===== config.mk =====
export PLATFORM = sky130hd
export DESIGN_NAME = pim_addr_sequencer
export DESIGN_NICKNAME = d
export VERILOG_FILES = /design/src/rtl/pim_addr_sequencer.sv
export SDC_FILE = /design/constraint.sdc
export NUM_CORES = 1
export LEC_CHECK = 0
export CORE_UTILIZATION = 47
export DETAILED_ROUTE_END_ITERATION = 10
export PLACE_DENSITY_LB_ADDON = 0.15
export SYNTH_ARGS = -nofsm -noshare
export SYNTH_HDL_FRONTEND = slang
export SYNTH_SLANG_ARGS = --single-unit

===== constraint.sdc =====
create_clock -name clk -period 2.6 [get_ports clk]
set_clock_uncertainty 0.05 [all_clocks]
set_input_delay 0.78 -clock clk [delete_from_list [all_inputs] [get_ports clk]]
set_output_delay 0.78 -clock clk [all_outputs]
set_load 0.05 [all_outputs]

===== src/rtl/pim_addr_sequencer.sv =====
// Command-driven sequencer that drives the load strobes of the PIM source-address
// register and issues one element per cycle to the array datapath.
module pim_addr_sequencer #(
   parameter int N     = 10,
   parameter int LEN_W = 8
) (
   input  logic             clk,
   input  logic             rst_n,
   input  logic             cmd_valid,
   output logic             cmd_ready,
   input  logic [1:0]       cmd_op,
   input  logic [N-1:0]     cmd_base,
   input  logic [LEN_W-1:0] cmd_len,
   input  logic             array_stall,
   input  logic             abort,
   output logic [N-1:0]     src_d,
   output logic [N-1:0]     src_mov_in,
   output logic             pim_load,
   output logic             mov_load,
   output logic             update_load,
   output logic             elem_valid,
   output logic [N-1:0]     cur_addr,
   output logic             busy,
   output logic             done
);

   typedef enum logic [1:0] {
      IDLE = 2'd0,
      LOAD = 2'd1,
      STEP = 2'd2,
      DONE = 2'd3
   } state_e;

   localparam logic [1:0] OP_VEC = 2'b00;
   localparam logic [1:0] OP_MOV = 2'b01;
   localparam logic [1:0] OP_SET = 2'b10;
   localparam logic [1:0] OP_RSV = 2'b11;

   state_e             state_q, state_d;
   logic [1:0]         op_q, op_d;
   logic [N-1:0]       base_q, base_d;
   logic [LEN_W-1:0]   rem_q, rem_d;
   logic [N-1:0]       cur_addr_q, cur_addr_d;
   logic               cmd_ready_q, cmd_ready_d;
   logic               step_go;

   // An element is accepted only when neither abort nor stall blocks it this cycle.
   assign step_go = (state_q == STEP) && !abort && !array_stall;

   always_comb begin
      state_d    = state_q;
      op_d       = op_q;
      base_d     = base_q;
      rem_d      = rem_q;
      cur_addr_d = cur_addr_q;
      case (state_q)
         IDLE: begin
            if (cmd_valid && cmd_ready_q) begin
               op_d    = cmd_op;
               base_d  = cmd_base;
               rem_d   = cmd_len;
               state_d = LOAD;
            end
         end
         LOAD: begin
            if (op_q != OP_RSV) begin
               cur_addr_d = base_q;
            end
            if ((op_q == OP_SET) || (op_q == OP_RSV) || (rem_q == '0)) begin
               state_d = DONE;
            end else begin
               state_d = STEP;
            end
         end
         STEP: begin
            if (abort) begin
               state_d = DONE;
            end else if (!array_stall) begin
               cur_addr_d = cur_addr_q + N'(1);
               rem_d      = rem_q - LEN_W'(1);
               if (rem_q == LEN_W'(1)) begin
                  state_d = DONE;
               end
            end
         end
         DONE: begin
            state_d = IDLE;
         end
         default: begin
            state_d = IDLE;
         end
      endcase
      // Registered so ready stays low through reset and rises one clock after release.
      cmd_ready_d = (state_d == IDLE);
   end

   always_ff @(posedge clk or negedge rst_n) begin
      if (!rst_n) begin
         state_q     <= IDLE;
         op_q        <= OP_VEC;
         base_q      <= '0;
         rem_q       <= '0;
         cur_addr_q  <= '0;
         cmd_ready_q <= 1'b0;
      end else begin
         state_q     <= state_d;
         op_q        <= op_d;
         base_q      <= base_d;
         rem_q       <= rem_d;
         cur_addr_q  <= cur_addr_d;
         cmd_ready_q <= cmd_ready_d;
      end
   end

   assign pim_load    = (state_q == LOAD) && ((op_q == OP_VEC) || (op_q == OP_SET));
   assign mov_load    = (state_q == LOAD) && (op_q == OP_MOV);
   assign src_d       = pim_load ? base_q : '0;
   assign src_mov_in  = mov_load ? base_q : '0;
   assign elem_valid  = step_go;
   assign update_load = step_go;
   assign cur_addr    = cur_addr_q;
   assign busy        = (state_q != IDLE);
   assign done        = (state_q == DONE);
   assign cmd_ready   = cmd_ready_q;

endmodule


==> results.txt <==
P_leak -> 1.295 nW
CTS H-tree depth -> 2
Worst slew margin -> 64.23%
Worst r2r dst -> cur_addr[5]
Synth area leaders -> dfrtp_1 (41%), mux2_2 (7.3%), and2_1 (6.3%)
Die X -> 67.27 um
CTS root buffer -> clkbuf_8
Fin crit share -> 97.81%
Nets@finish -> 313
CP endpoint kind -> primary output
Number of global-route vias before repair -> 1,739
Status -> finished, final reports clean
Net Sw Frac -> 48.23%
Ports -> 62
Row Count -> 23
Worst hold path class -> flop to flop
Startpoint Class -> flop
Synth warn -> 0
Maximum VDD drop -> 0.7769 mV
Buffers on Ports -> 61
Mapped Cells -> 209
Layout area overhead -> 54.06%
Leading cell type in the layout, fill and taps excluded -> clkdlybuf4s50_1
Main synth FF type -> dfrtp_1
Initial DRC Count -> 110
Yosys reg bits -> 33
Crit path time final -> 2.543 ns
Deepest clock path buffer count -> 2
Layout Cells excl Fill -> 331
Filler cells -> 292
CTS tree -> done
Post-route cell area -> 3084 um2
Proportion of power drawn by flip-flops and latches -> 27.5%
Combinational power share -> 61.9%
Vias -> 1,919
Critical Path AT -> 1.71 ns
Final Hold Vio Count -> 0
Routed vias/inst -> 5.798
# DRC -> 0
Setup violations, final -> 0
Kind of critical path -> flop to primary output
RSZ-0062 raised after global routing -> true
Post-route setup TNS -> 0 ns
Post-synth ARST share -> 100.0%
Most frequent cells in the layout -> clkdlybuf4s50_1 (34), dfrtp_1 (33), buf_12 (24)
Switching component of the power -> 1.949 mW
Maximum fanout along the worst path -> 5
CTS Hold Buffers Added -> 0
Synth Cell Area -> 2002 um2
# Post-CTS Setup Buffers -> 0
Pin count of the biggest net entering global routing -> 34
Worst r2r path cells -> 8
Placed cell count -> 322
Clk sinks -> 33
Core Box Area -> 4058 um2
Worst Setup EP -> src_mov_in[3]
Clock Latency Late Sink -> 0.28 ns
Synth Area per Inst -> 9.579 um2
Worst path required time -> 1.77 ns
Part of the power in the clock network -> 10.5%
Detailed Routing Iterations Pass 1 -> 4
Clk slew on worst S/H paths -> 0.07 ns
Max Cap Viol -> 0
Area post-placement -> 2959 um2
Antenna Violating Nets Remaining -> 0
Initial antenna violation count -> 0
Die H -> 67.27 um
All-Layer GR Usage -> 24.87%
Power per cell area -> 1310 nW/um2
Share of layout cells above drive strength 1 -> 24.56%
Initial Utilization -> 49.34%
Sequential share of the synthesized area -> 41.25%
N_diodes -> 0
First-pass GRT wire length -> 8.342 mm
Mapped Nets -> 242
Actual slew at the worst max-slew pin -> 0.5342 ns
Wirelength per Cell -> 15.74 um
GPL Wtd Cong -> 0.8325
Clock buffer count from CTS -> 5
Die area -> 4525 um2
Dominant cell type by area after synthesis -> dfrtp_1
Netlist cell types -> 45
Pint -> 2.092 mW
Worst reg2reg setup slack -> 0.37 ns
Number of flops mapped to enable cells by yosys -> 0
Share of the synthesized area in the top cell type -> 41.25%
Worst r2r src -> state_q[0]
Maximum clock rate -> 0.3932 GHz
Slew Limit Fails -> 0
WL final -> 5.209 mm
Overflow after GRT -> 0
Post-DP HPWL -> 3.619 mm
CP Launch Point -> state_q[1]
WHS -> 0.4833 ns
[cell type report]
class	instances	area (um2)	area share, %
clock buffer	7	96.34	3.124
clock inverter	1	5.005	0.1623
inverter	9	37.54	1.217
multi-input combinational	158	1121	36.35
sequential	33	825.8	26.77
tap	50	62.56	2.028
timing repair buffer	73	935.9	30.34
[logic make-up after synthesis]
| group | after synthesis | share of synthesized area (%) |
|---|---|---|
| AND/OR/NAND/NOR | 77 | 21.06 |
| adder cells (fa/ha/maj) | 8 | 5.000 |
| AO/OA/AOI/OAI | 56 | 19.69 |
| multiplexers | 16 | 8.813 |
| buffers and inverters | 19 | 4.187 |
| flip-flops | 33 | 41.25 |
[synth_stat cells (4+ instances only)]
cell,count
o21a_1,4
clkbuf_1,6
inv_1,9
nand3_1,7
o21ai_0,12
and2_1,20
nor2_1,10
mux2_2,13
a21oi_1,9
nor3_1,7
ha_1,8
dfrtp_1,33
nor4_1,4
a22oi_1,4
nand2_1,12
[layer usage]
layer,routed length [um],up-vias,global-route usage [%]
li1,-,911,-
met1,2348,931,35.22
met2,2500,72,38.00
met3,299,5,3.885
met4,59,0,9.574
met5,0,-,0
[per-stage QoR]
| stage | util (%) | total power [mW] | setup WS (ns) |
|---|---|---|---|
| final | 76.01 | 4.041 | 0.05707 |
| after global routing | 76.01 | 4.306 | -0.005119 |
| after CTS | 75.55 | 4.017 | 0.05389 |
| after detailed placement | 72.93 | 3.567 | -0.1718 |
| after global placement | 72.93 | 3.491 | -0.1541 |
| after floorplan | - | 2.658 | -0.07684 |
[power groups by stage]
stage	Combinational, mW	Clock (mW)	Sequential (mW)
3_3_place_gp	2.41	0	1.08
3_5_place_dp	2.47	0	1.10
2_1_floorplan	1.35	0	1.31
6_report	2.50	0.426	1.11
5_1_grt	2.69	0.455	1.16
4_1_cts	2.49	0.435	1.09
[flip-flops by register name, indices dropped and copies added (netlist names)]
register	count
base_q	10
cmd_ready	1
cur_addr	10
op_q	2
rem_q	8
state_q	2
[worst max-delay path: stages (launching register included)]
cell	delay [ns]
dfrtp_1	0.41
inv_1	0.10
ha_2	0.21
nand2_2	0.12
nor2_4	0.22
and2_1	0.21
buf_12	0.15
[worst min-delay path by stage]
stage	slack, ns	startpoint	depth (start not counted)	endpoint
6_report	0.48	base_q[9]	1	base_q[9]
5_1_grt	0.50	cmd_ready	1	state_q[1]
4_1_cts	0.48	base_q[9]	1	base_q[9]
3_5_place_dp	0.46	base_q[9]	1	base_q[9]
3_3_place_gp	0.45	rem_q[6]	1	rem_q[6]
2_1_floorplan	0.43	rst_n	0	base_q[0]
[timing repair]
item | 4_1_cts | 5_1_grt
gates resized for setup | 4 | 4
cloned | 0 | 1
pin swaps | 1 | 1
hold endpoints to repair | 0 | 0
setup endpoints to repair | 11 | 10
Note: power is estimated with default switching activity, not from simulation.
